===== src/rtl/led_seq_pkg.sv =====
// Shared mode encoding and reset pattern for the LED sequencer.
package led_seq_pkg;

  typedef enum logic [1:0] {
    MODE_STOP = 2'b00,
    MODE_FWD  = 2'b01,
    MODE_REV  = 2'b10,
    MODE_MAN  = 2'b11
  } mode_e;

  // Reset pattern: 0 = ch2, 1 = ch1, 2 = ch0, 3 = all channels; later entries dark.
  function automatic logic default_full(input int entry, input int ch);
    case (entry)
      0:       return (ch == 2);
      1:       return (ch == 1);
      2:       return (ch == 0);
      3:       return 1'b1;
      default: return 1'b0;
    endcase
  endfunction

endpackage


===== src/rtl/pwm_cmp.sv =====
// Shared free-running PWM counter feeding one registered comparator per channel.
module pwm_cmp #(
  parameter int NCH   = 3,
  parameter int PWM_W = 4
) (
  input  logic                   clk,
  input  logic                   rst,
  input  logic [NCH*PWM_W-1:0]   duty,
  output logic [NCH-1:0]         led
);

  logic [PWM_W-1:0] pc;

  // Strict less-than: full duty still leaves one dark slot per period.
  always_ff @(posedge clk) begin
    if (rst) begin
      pc  <= '0;
      led <= '0;
    end else begin
      pc <= pc + 1'b1;
      for (int c = 0; c < NCH; c++)
        led[c] <= (pc < duty[c*PWM_W +: PWM_W]);
    end
  end

endmodule


===== src/rtl/led_seq_pwm.sv =====
// Multi-channel LED sequencer: steps through a writable duty table in
// stop / forward / reverse / manual modes and drives PWM outputs.
module led_seq_pwm
  import led_seq_pkg::*;
#(
  parameter int NCH    = 3,
  parameter int PWM_W  = 4,
  parameter int DIV_W  = 26,
  parameter int DEPTH  = 8,
  parameter int ADDR_W = 3
) (
  input  logic                   CLK,
  input  logic                   RST,
  input  logic [1:0]             MODE,
  input  logic                   STEP,
  input  logic [ADDR_W-1:0]      LAST,
  input  logic                   WE,
  input  logic [ADDR_W-1:0]      WADDR,
  input  logic [NCH*PWM_W-1:0]   WDATA,
  output logic [NCH-1:0]         LED,
  output logic [ADDR_W-1:0]      STEP_IDX,
  output logic                   WRAP
);

  localparam int DW = NCH * PWM_W;

  logic [DIV_W-1:0]          div;
  logic [DEPTH-1:0][DW-1:0]  tbl;
  logic [ADDR_W-1:0]         idx;
  logic                      wrap;
  logic                      tick, rev, adv;

  always_comb begin
    tick = &div;
    rev  = (MODE == MODE_REV);
    adv  = (((MODE == MODE_FWD) || rev) && tick) || ((MODE == MODE_MAN) && STEP);
  end

  always_ff @(posedge CLK) begin
    if (RST) div <= '0;
    else     div <= div + 1'b1;
  end

  // Register array rather than RAM so reset can restore the default pattern.
  always_ff @(posedge CLK) begin
    if (RST) begin
      for (int e = 0; e < DEPTH; e++)
        for (int c = 0; c < NCH; c++)
          tbl[e][c*PWM_W +: PWM_W] <= {PWM_W{default_full(e, c)}};
    end else if (WE) begin
      tbl[WADDR] <= WDATA;
    end
  end

  always_ff @(posedge CLK) begin
    if (RST) begin
      idx  <= '0;
      wrap <= 1'b0;
    end else begin
      wrap <= 1'b0;
      if (adv) begin
        if (rev) begin
          // Out-of-range index (LAST lowered) snaps to LAST like a wrap.
          if (idx == '0 || idx > LAST) begin
            idx  <= LAST;
            wrap <= 1'b1;
          end else begin
            idx <= idx - 1'b1;
          end
        end else begin
          if (idx >= LAST) begin
            idx  <= '0;
            wrap <= 1'b1;
          end else begin
            idx <= idx + 1'b1;
          end
        end
      end
    end
  end

  assign STEP_IDX = idx;
  assign WRAP     = wrap;

  pwm_cmp #(.NCH(NCH), .PWM_W(PWM_W)) u_pwm (
    .clk  (CLK),
    .rst  (RST),
    .duty (tbl[idx]),
    .led  (LED)
  );

endmodule


===== config.mk =====
export PLATFORM = sky130hd
export DESIGN_NAME = led_seq_pwm
export DESIGN_NICKNAME = d
export VERILOG_FILES = /design/src/rtl/led_seq_pkg.sv /design/src/rtl/pwm_cmp.sv /design/src/rtl/led_seq_pwm.sv
export SDC_FILE = /design/constraint.sdc
export NUM_CORES = 1
export LEC_CHECK = 0
export ABC_AREA = 1
export BUFFER_PORTS_ARGS = -buffer_cell sky130_fd_sc_hd__buf_2
export CORE_MARGIN = 3
export CORE_UTILIZATION = 45
export CTS_BUF_LIST = sky130_fd_sc_hd__clkbuf_2 sky130_fd_sc_hd__clkbuf_4 sky130_fd_sc_hd__clkbuf_8
export DETAILED_ROUTE_END_ITERATION = 16
export GPL_TIMING_DRIVEN = 0
export SYNTH_ARGS = -nofsm -noshare
export SYNTH_HDL_FRONTEND = slang
export SYNTH_SLANG_ARGS = --single-unit

===== constraint.sdc =====
create_clock -name CLK -period 1.8 [get_ports CLK]
set_clock_uncertainty 0.1 [all_clocks]
set_input_delay 0.18 -clock CLK [delete_from_list [all_inputs] [get_ports CLK]]
set_output_delay 0.18 -clock CLK [all_outputs]
set_load 0.01 [all_outputs]

Word-level counts from Yosys, hierarchy flattened:

Index checks and enable logic that the tools add are counted.

* word-level logic and storage cells: 49
* register bits: 133
* output and inout bits: 7
* input port bits: 24

* bitwise logic cells: 1
* $add $sub $neg: 4
* multiplexer cells: 11
* equal/unequal tests: 3
* reductions and logical operators: 9
* order comparisons: 8

Operators by type and width (count)
* $bwmux W96: 1
* $bmux W12 S3: 1
* $demux W12 S3: 1
* $add A26 B1 Y26 const B: 1
* $reduce_and A26 Y1: 1
* $mux W12: 2
* $lt A4 B4 Y1: 3
* $mux W3: 3
* $lt A3 B4 Y1 const B: 2
* $add A4 B1 Y4 const B: 1
* $eq A2 B2 Y1 const B: 2
* $add A3 B1 Y3 const B: 1
* $ge A3 B1 Y1 const B: 1
* $ge A3 B3 Y1: 1
* $gt A3 B3 Y1: 1
* $logic_and A1 B1 Y1: 3
* $logic_not A3 Y1: 1
* $logic_or A1 B1 Y1: 3
* $mux W1: 3
* $sub A3 B1 Y3 const B: 1
* $eq A2 B1 Y1 const B: 1
* $reduce_or A2 Y1: 1
* $not A1 Y1: 1

Longest topological paths before layout:

Gate-level depths: netlist (run 1).

* depth after elaboration: 6
* depth in mapped cells: 14
* depth with buffers taken out: 10

Cells and area by module:

From an unflattened synthesis (run 1), not the netlist that was laid out.

* cells, all modules: 942
* area total of the unflattened synthesis: 6431.2 sq um

Modules (own cells, without submodules)
* led_seq_pwm: area each 5953.2 sq um, cells each 875, times used 1, sequential area each 2522.4 sq um
* pwm_cmp: area each 478.0 sq um, cells each 67, times used 1, sequential area each 140.1 sq um

Worst setup path before layout (run 1):

OpenSTA, ideal clock, no wires.

* path kind: reg-to-reg
* from: register idx[0] (netlist: STEP_IDX[0])
* to: register u_pwm.led[2]
* stages on the path, launching flop included: 11
* clock period less this slack: 1.993 ns
* path slack: -0.193 ns
* arrival time: 1.823 ns
* path buffers: 3
* data required time: 1.630 ns
* setup time: 0.070 ns
* cells stage by stage: dfxtp_1 -> buf_4 -> buf_4 -> clkbuf_1 -> nor2_1 -> o221ai_1 -> o21ai_0 -> ha_1 -> a21oi_1 -> nand2_1 -> a21oi_1

* word-level cells in the longest chain between the ends: 3

Ends and longest elaborated chain
* from (decl): line led_seq_pwm.sv:29 `logic [ADDR_W-1:0] idx;`
* from (signal assigned): line led_seq_pwm.sv:68 `idx <= idx - 1'b1;`
* from (signal assigned): line led_seq_pwm.sv:75 `idx <= idx + 1'b1;`
* $bmux W12 S3: line led_seq_pwm.sv:88 `.duty (tbl[idx]),`
* $mux W12 (implied by the code): line led_seq_pwm.sv:88
* $lt A4 B4 Y1: line pwm_cmp.sv:22 `led[c] <= (pc < duty[c*PWM_W +: PWM_W]);`
* to (signal, indexed assignment): line pwm_cmp.sv:22
* to (decl): line pwm_cmp.sv:9 `output logic [NCH-1:0] led`

Every way passes these cells. The select of a mux whose other input is x is not followed.
A chain may end at the register's enable or synchronous reset.

Final worst setup path (run 1):

* from: register idx[2] (netlist: STEP_IDX[2])
* to: register u_pwm.led[0]

The elaborated chain is that of the path after synthesis.

==> results.md, run 1 <==
- The leakage component of the power is 3.340 nW.
- In this run the worst hold path is classified as in -> reg.
- The net count reported at finish is 1018.
- On the final layout, the worst hold slack is 0.01945 ns.
- In the post-route analysis, the smallest setup slack over all paths is -0.1763 ns.
- The share of synthesized flip-flops with an asynchronous set or reset is 0.
- The depth of the CTS H-tree is 4.
- Routability-driven placement finished with a final weighted congestion of 0.8531.
- In the final timing run, aggregate negative setup slack is -0.6469 ns.
- In the routed layout, each cell is associated on average with a via count of 5.313.
- The TritonCTS clock tree is yes.
- The share of layout cells above drive strength 1 is 0.1721.
- Ranked by total cell area, the synthesized netlist is headed by sky130_fd_sc_hd__dfxtp_1 (42%), sky130_fd_sc_hd__nor2_1 (12%), sky130_fd_sc_hd__o21ai_0 (9.9%), sky130_fd_sc_hd__nand2_1 (8.2%), sky130_fd_sc_hd__inv_1 (4.6%).
- The cell type with the highest aggregate area in the netlist is sky130_fd_sc_hd__dfxtp_1.
- Overall power consumption after layout is estimated at 0.006931 W.
- The count of placed standard cells including taps is 1113.
- The relative area change from synthesis to final layout is 22.24%.
- The endpoint identified for the worst register-to-register timing path is u_pwm.led[0].
- In this run the cell area of the synthesized design comes to 6375 um^2.
- During placement, the flow inserted port buffers numbering 21.
- The number of standard-cell rows in the floorplan is 42.
- The via count of the first global-routing pass is 5583.
- The worst pin sits at a relative slew slack of 0.6028.
- The final routed wirelength across all metal layers is 19380 um.
- Setup violations remaining at the end of the flow were counted as 6.
- The number of antenna diodes in the final layout is 0.
- The final count of pins violating max slew is 0.
- The launch instance of the worst register-to-register path is STEP_IDX[2].
- Setup repair after global routing could not meet its margin everywhere.
- After legalization and detailed placement, the total HPWL measured 12860 um.
- The later pin in the worst-skew pair is clocked with a latency of 0.46 ns.
- Of the synthesized area, sequential elements account for 0.4177.
- The die covers 15630 um^2.
- The flow ran to the end, but the final reports show violations.
- During synthesis, Yosys emitted a total of 0 warnings.
- The CTS sink count is 133.
- TritonCTS created 17 clock buffers.
- The number of flops mapped to enable cells by yosys is 0.
- The proportion of netlist area held by the largest area contributor is 0.4177.
- The initial antenna violation count is 0.
- In this run the horizontal extent of the chip is 125.0 um.
- After synthesis the netlist holds a flip-flop and latch count of 133.
- The height of the chip is 125.0 um.
- The detailed router placed 6184 vias in this run.
- In the finished design, the share of the clock period the worst path needs comes to 1.098.
- At the pin with the least slew margin, the transition time is 0.5957 ns.
- The average cell area after synthesis is 6.959 um^2.
- The clock transition at the registers of the reported paths is 0.08 ns.
- The class of the most critical setup path is reg -> reg.
- For hold timing, the worst endpoint is STEP_IDX[2].
- In the routed design, unresolved DRC markers number 0.
- Excluding fillers, the count of instances in the completed layout stands at 1164.
- The tree is rooted in a sky130_fd_sc_hd__clkbuf_8.
- Across the VDD grid, the largest voltage drop is 0.0009321 V.
- The initial utilization of the core area, before any placement, comes to 0.4702.
- Entering global routing, the biggest net connects 17 pins.
- The area of the core is 13560 um^2.
- The worst-case clock buffer depth is 2.
- The footprint of the multi-input gates is 3426 um^2.
- The final critical-path required period is 1.976 ns.
- The cell area power density is 889.5 nW/um^2.
- The most used flip-flop cell after synthesis is sky130_fd_sc_hd__dfxtp_1.
- Counting instances, the worst hold path has a depth of 5.
- The total overflow left after global routing is 0.
- The count of cell types in the netlist is 31.
- Max-cap violations in this run came to 0.
- The number of hold violations in the final report is 0.
- Once detail routing completed, the nets flagged for antenna violations numbered 0.
- Pin placement for this block handled 31 I/O pins.
- The synthesized net count is 959.
- The pre-antenna-repair detailed-routing pass consisted of 5 iterations.
- The kind of end point of the critical path is a flop.
- The footprint of the flip-flops and latches is 2669 um^2.
- In the final routed layout, each cell accounts on average for 16.65 um.
- STA classifies the critical path startpoint as a flop.
- The required arrival time at the worst endpoint is 2.09 ns.
- The total routing usage reported by global routing is 0.2406.
- The iteration-0 DRC count of the detailed router is 623.
- The worst register-to-register path has a depth of 8.
- The first global-routing pass estimated 29640 um of wire.
- The critical path data arrival time is 2.26 ns.
- The post-synthesis instance total is 916.
- For this run, the top clock speed supported by timing is 0.5060 GHz.
- Along the worst path, the maximum fanout reaches 10.
- The setup check on the worst reg-to-reg path leaves a slack of -0.18 ns.
- The filler cells instantiated in the layout total 1331.
- The checks that failed: setup timing.
- The critical hold path startpoint is LAST[2].
==> routing by layer <==
metal	vias to the layer above	track usage	share of wire
met3	24	0.05117	0.059
met4	0	0.07844	0.018
li1	3107	-	-
met1	2873	0.3254	0.47
met5	-	0	0
met2	180	0.3853	0.46
==> stage by stage <==
step | cell area, um^2 | setup slack [ns] | utilization
after CTS | 7565 | -0.1728 | 0.5580
after global routing | 7792 | -0.2555 | 0.5748
final | 7792 | -0.1763 | 0.5748
after floorplan | 6404 | -0.07133 | -
after global placement | 6729 | -0.6535 | 0.4963
after detailed placement | 6729 | -0.6700 | 0.4963
==> worst max path at each step <==
stage	startpoint	endpoint	slack, ns
global route	STEP_IDX[2]	u_pwm.led[0]	-0.26
floorplan	STEP_IDX[0]	u_pwm.led[1]	-0.07
detailed placement	STEP_IDX[1]	u_pwm.led[2]	-0.67
CTS	STEP_IDX[0]	u_pwm.led[0]	-0.17
finish	STEP_IDX[2]	u_pwm.led[0]	-0.18
global placement	STEP_IDX[1]	u_pwm.led[2]	-0.65
==> power breakdown <==
part | total (W) | leakage, nW | internal [W] | switching [W]
Combinational | 0.000887 | 2.03 | 0.000336 | 0.000551
Sequential | 0.00310 | 1.08 | 0.00304 | 0.0000580
Clock | 0.00294 | 0.225 | 0.00170 | 0.00125
==> state kept, by name, indices dropped and copies added, names as in the netlist <==
name and flops:
tbl 96, STEP_IDX 3, div 26, WRAP 1
u_pwm.led 3, u_pwm.pc 4
==> critical path, cell delays in order, from the launching register on <==
cell	delay, ns
sky130_fd_sc_hd__dfxtp_1	0.43
sky130_fd_sc_hd__buf_4	0.22
sky130_fd_sc_hd__buf_4	0.26
sky130_fd_sc_hd__o221ai_1	0.22
sky130_fd_sc_hd__o21ai_4	0.14
sky130_fd_sc_hd__ha_4	0.23
sky130_fd_sc_hd__a21oi_2	0.10
sky130_fd_sc_hd__nand2_1	0.06
sky130_fd_sc_hd__a21oi_1	0.12
==> cells by family (layout without fill, tap and decap cells) <==
logic type	after synthesis	in the layout	share of synthesized area
AOI/OAI and AO/OA	197	197	0.1649
buffers and inverters	133	205	0.08871
DFF	133	133	0.4177
adders and majority gates	19	19	0.03729
xor gates and xnor gates	6	6	0.008245
and+or+nand+nor	428	428	0.2832
==> cell usage in the layout (no fill, tap or decap), types with 6 or more instances in the layout <==
master,count
sky130_fd_sc_hd__dfxtp_1,130
sky130_fd_sc_hd__o21ai_2,9
sky130_fd_sc_hd__ha_1,16
sky130_fd_sc_hd__nand3_1,51
sky130_fd_sc_hd__nand2_2,7
sky130_fd_sc_hd__buf_4,9
sky130_fd_sc_hd__o22ai_2,9
sky130_fd_sc_hd__nand2_1,134
sky130_fd_sc_hd__nor2_4,9
sky130_fd_sc_hd__clkbuf_8,19
sky130_fd_sc_hd__clkbuf_1,15
sky130_fd_sc_hd__nand4_1,6
sky130_fd_sc_hd__o211ai_1,6
sky130_fd_sc_hd__nor2_2,13
sky130_fd_sc_hd__o221ai_1,7
sky130_fd_sc_hd__dlygate4sd3_1,13
sky130_fd_sc_hd__buf_2,40
sky130_fd_sc_hd__o21ai_0,114
sky130_fd_sc_hd__inv_1,77
sky130_fd_sc_hd__nor2_1,187
sky130_fd_sc_hd__a21oi_1,39
==> synthesized netlist by cell type, types with 2 or more instances <==
master / number
sky130_fd_sc_hd__dfxtp_1: 133
sky130_fd_sc_hd__buf_4: 3
sky130_fd_sc_hd__nand2_2: 4
sky130_fd_sc_hd__inv_1: 78
sky130_fd_sc_hd__o211ai_1: 6
sky130_fd_sc_hd__clkbuf_1: 25
sky130_fd_sc_hd__inv_2: 2
sky130_fd_sc_hd__nand2_1: 139
sky130_fd_sc_hd__o21a_1: 2
sky130_fd_sc_hd__xnor2_1: 3
sky130_fd_sc_hd__buf_2: 20
sky130_fd_sc_hd__nor2_2: 7
sky130_fd_sc_hd__o21ai_1: 3
sky130_fd_sc_hd__nand3b_1: 4
sky130_fd_sc_hd__o21ai_0: 126
sky130_fd_sc_hd__nor2_4: 5
sky130_fd_sc_hd__ha_1: 19
sky130_fd_sc_hd__nor3_1: 4
sky130_fd_sc_hd__o22ai_1: 9
sky130_fd_sc_hd__buf_6: 4
sky130_fd_sc_hd__o221ai_1: 9
sky130_fd_sc_hd__nand4_1: 6
sky130_fd_sc_hd__xor2_1: 3
sky130_fd_sc_hd__or2_0: 2
sky130_fd_sc_hd__a21oi_1: 42
sky130_fd_sc_hd__nand3_1: 57
sky130_fd_sc_hd__nor2_1: 197
==> area by class of cell <==
class	instances	area share
repair buffers	41	0.04367
inverters	81	0.03934
clock inverters	13	0.02633
clock buffers	19	0.03276
well taps	176	0.02826
plain buffers	51	0.04753
multi-input cells	650	0.4396
flip-flops and latches	133	0.3425
==> repair_timing <==
| action | 4_1_cts | 5_1_grt |
|---|---|---|
| gates resized for setup | 61 | 42 |
| pin swaps | 6 | 23 |
| endpoints found under the setup margin | 7 | 10 |
| buffers inserted | 4 | 0 |
| gates cloned | 0 | 3 |
| hold buffers | 13 | 0 |
| hold endpoints to repair | 73 | 0 |
No activity file was read; power rests on OpenSTA's default activity.
==> run 2: changes to the inputs <==
--- a/constraint.sdc
+++ b/constraint.sdc
@@ -4,2 +4,2 @@
 set_output_delay 0.18 -clock CLK [all_outputs]
-set_load 0.01 [all_outputs]
+set_load 0.1 [all_outputs]
==> run 2 against run 1 <==
Effect of this change:
- the flow still finishes with violations (setup timing)
- first-iteration DRC count fell by 1.8%
- non-clock buffer count rose by 4
- flip-flop and latch count did not move
- maximum frequency rose by 4.2%
- critical path depth rose by 2
- wire length fell by 0.58%
- register-to-register slack improved by 0.08 ns
- sequential power barely moved
- count of clock-buffer cells in the layout rose by 7
- largest power group unchanged
==> results.md, run 2 (same netlist as run 1, synthesis figures left out) <==
- The footprint of the multi-input gates is 3387 um^2 (-1.1%).
- The area after detailed placement is 6741 um^2 (+0.19%).
- The area enclosed by the die boundary was 15630 um^2 (unchanged).
- The height of the chip came to 125.0 um (unchanged).
- The total overflow reported by the global router came to 0 (unchanged).
- The clock insertion delay at the later pin of the skew report was 0.45 ns (about the same).
- Walking the worst path, the cells encountered are inv_4, buf_12, buf_12, o21ai_4, o22ai_2, o21ai_2, ha_1, a21oi_2, nand2_1, a21oi_1.
- The wire length of the first global-routing pass was 31060 um (+4.8%).
- The number of flip-flops in the largest register came to 96 (unchanged).
- The critical path data arrival time was 2.18 ns (-0.08 ns).
- The post-route DRC violation count is 0 (unchanged).
- The master of the slowest instance on the critical path is sky130_fd_sc_hd__dfxtp_4.
- The critical path launch point type is a flop.
- The kind of end point of the critical path is a flop.
- The x dimension of the die is 125.0 um (unchanged).
- The quantity of I/O buffers inserted on ports is 21 (unchanged).
- The sum of internal, switching and leakage power is 0.006543 W (-5.6%).
- The detailed-placement wirelength estimate is 12970 um (+0.84%).
- In this design, the largest share of critical-path delay is due to compound AO/OA/AOI/OAI gates.
- The area of the core was 13560 um^2 (unchanged).
- The ratio of final minimum period to clock period is 1.053 (-0.04471).
- The maximum vdd ir drop was 0.0006900 V (-26%).
- Clock tree synthesis selected as its root buffer the cell sky130_fd_sc_hd__clkbuf_8.
- The worst-case clock buffer depth was 2 (unchanged).
- The total iterations of the first detailed-routing run came to 5 (unchanged).
- The CTS buffer count is 17 (unchanged).
- The largest net degree at the start of global routing was 17 (unchanged).
- The via count of the first global-routing pass is 5803 (+3.9%).
- The least setup slack across all paths after layout is -0.09586 ns (+0.08048 ns).
- The final critical-path required period came to 1.896 ns (-0.08048 ns).
- The TritonCTS clock tree is yes.
- The class of the tightest hold or removal check is in -> reg.
- The total vias in the final route is 6162 (-0.36%).
- The count of filler cells inserted in the layout is 1339 (+0.60%).
- In the final layout, the registers with the most flip-flops are tbl (96), div (26), u_pwm.pc (4).
- In this design, the critical path's most frequently occurring cell is sky130_fd_sc_hd__buf_12.
- The initial antenna violation count was 0 (unchanged).
- The mean number of vias per cell was 5.285 (-0.53%).
- The top-level port count is 31 (unchanged).
- The footprint of the flip-flops and latches came to 2678 um^2 (+0.33%).
- The cell area after layout came to 7764 um^2 (-0.37%).
- The run finished, with violations left.
- The number of hold violations in the final report is 0 (unchanged).
- The library cells used most frequently in the layout, excluding fill and tap cells, are sky130_fd_sc_hd__nor2_1 (186), sky130_fd_sc_hd__nand2_1 (136), sky130_fd_sc_hd__dfxtp_1 (129).
- The placer congestion estimate is 0.8498 (-0.39%).
- The routed length per placed instance is 16.53 um (-0.75%).
- The iteration-0 DRC count of the detailed router is 612 (-1.8%).
- Setup repair after global routing could not meet its margin everywhere.
- The register-to-register setup slack was -0.1 ns (+0.08 ns).
- The total routing usage reported by global routing is 0.2503 (+0.009698).
- The share of layout cells above drive strength 1 came to 0.1727 (+0.0006625).
- Ranked by flip-flop count, first place goes to tbl.
- The actual transition at the worst max-transition pin is 0.6261 ns (+0.03033 ns).
- The cell area power density is 842.8 nW/um^2 (-5.2%).
- The commonest non-fill, non-tap cell in the layout is sky130_fd_sc_hd__nor2_1.
- The leakage component of the power was 3.346 nW (+0.20%).
- The maximum single-stage delay on the critical path is 0.42 ns (about the same).
- The CTS sink count is 133 (unchanged).
- The highest clock frequency the design can meet came to 0.5275 GHz (+4.2%).
- The final routed wirelength across all metal layers was 19270 um (-0.58%).
- The count of antenna diodes in the layout is 0 (unchanged).
- The biggest fanout along the worst timing path is 9 (-1).
- The clock transition at the registers of the reported paths was 0.08 ns (about the same).
- The remaining antenna violation count is 0 (unchanged).
- The worst setup path is of the reg -> reg kind.
- The count of max-cap constraint violations is 0 (unchanged).
- The checks that failed: setup timing.
- The relative area change from synthesis to final layout is 21.79%.
- The depth of the CTS H-tree is 4 (unchanged).
- The required arrival time at the worst endpoint is 2.09 ns (about the same).
- The net count reported at finish was 1022 (+0.39%).
- The placement-stage worst setup slack is -0.5418 ns (+0.1282 ns).
- The number of buffers and inverters on the critical path is 3 (+1).
- The setup-violating endpoint count in the final report was 5 (-1).
- The final count of pins violating max slew is 0 (unchanged).
- The relative max-transition margin is 0.5826 (-0.02022).
- The starting density of the core is 0.4702 (unchanged).
- The number of standard-cell rows in the floorplan is 42 (unchanged).
-- run 2: cell count changes in the layout (fill, tap and decap cells not counted), moves of 3 or more --
| cell | delta |
|---|---|
| sky130_fd_sc_hd__buf_8 | +3 |
| sky130_fd_sc_hd__nor2_2 | +5 |
| sky130_fd_sc_hd__o21ai_1 | +3 |
| sky130_fd_sc_hd__clkinvlp_4 | -3 |
| sky130_fd_sc_hd__dfxtp_4 | +3 |
| sky130_fd_sc_hd__bufinv_16 | -4 |
| sky130_fd_sc_hd__clkbuf_8 | +7 |
| sky130_fd_sc_hd__nor2_4 | -4 |
-- run 2: power by group --
| part | switching [W] | total, W | internal (W) |
|---|---|---|---|
| logic | 0.000648 | 0.000991 | 0.000343 |
| registers | 0.0000589 | 0.00310 | 0.00304 |
| clock network | 0.00111 | 0.00245 | 0.00134 |
-- run 2: routing by layer --
layer,GRT usage,part of all wire
met1,0.3427,0.46
met2,0.4008,0.46
met3,0.05800,0.058
met4,0.06505,0.018
met5,0,0
-- run 2: cell type report --
class,count,share of cell area
Buffer,50,0.05028
Clock buffer,26,0.04367
Clock inverter,4,0.005802
Inverter,81,0.03981
Multi-Input combinational cell,650,0.4363
Sequential cell,133,0.3449
Tap cell,176,0.02836
Timing Repair Buffer,46,0.05093
-- run 2: worst register-to-register path: cells and delay by family (launching register included) --
family / cells / cell delay, ns
AND/OR/NAND/NOR: 1 / 0.06
AO/OA/AOI/OAI: 5 / 0.64
adder cells (fa/ha/maj): 1 / 0.28
flip-flops: 1 / 0.42
buffers and inverters: 3 / 0.35
-- run 2: final timing paths --
| check | end | cells past startpoint | startpoint |
|---|---|---|---|
| worst max-delay path | u_pwm.led[0] | 10 | STEP_IDX[0] |
| worst min-delay path | tbl[42] | 3 | WDATA[6] |
| worst max register to register | u_pwm.led[0] | 10 | STEP_IDX[0] |
| worst min register to register | div[0] | 1 | div[0] |
-- run 2: through the flow --
step | utilization | hold slack, ns | TNS (ns) | cells
after floorplan | - | 0.2104 | -1.791 | 916
after global placement | 0.4972 | 0.3356 | -2.386 | 1113
after detailed placement | 0.4972 | 0.3382 | -2.463 | 1113
after CTS | 0.5582 | 0.004936 | -0.4081 | 1159
after global routing | 0.5726 | 0.01471 | -0.6781 | 1166
final | 0.5726 | 0.01861 | -0.3182 | 1166
-- run 2: what timing repair did --
action / 4_1_cts / 5_1_grt
pin swaps: 11 / 15
endpoints found under the hold margin: 70 / 0
setup endpoints to repair: 7 / 11
setup buffers: 4 / 5
gates cloned: 1 / 2
gates resized for setup: 68 / 36
hold buffers: 13 / 0
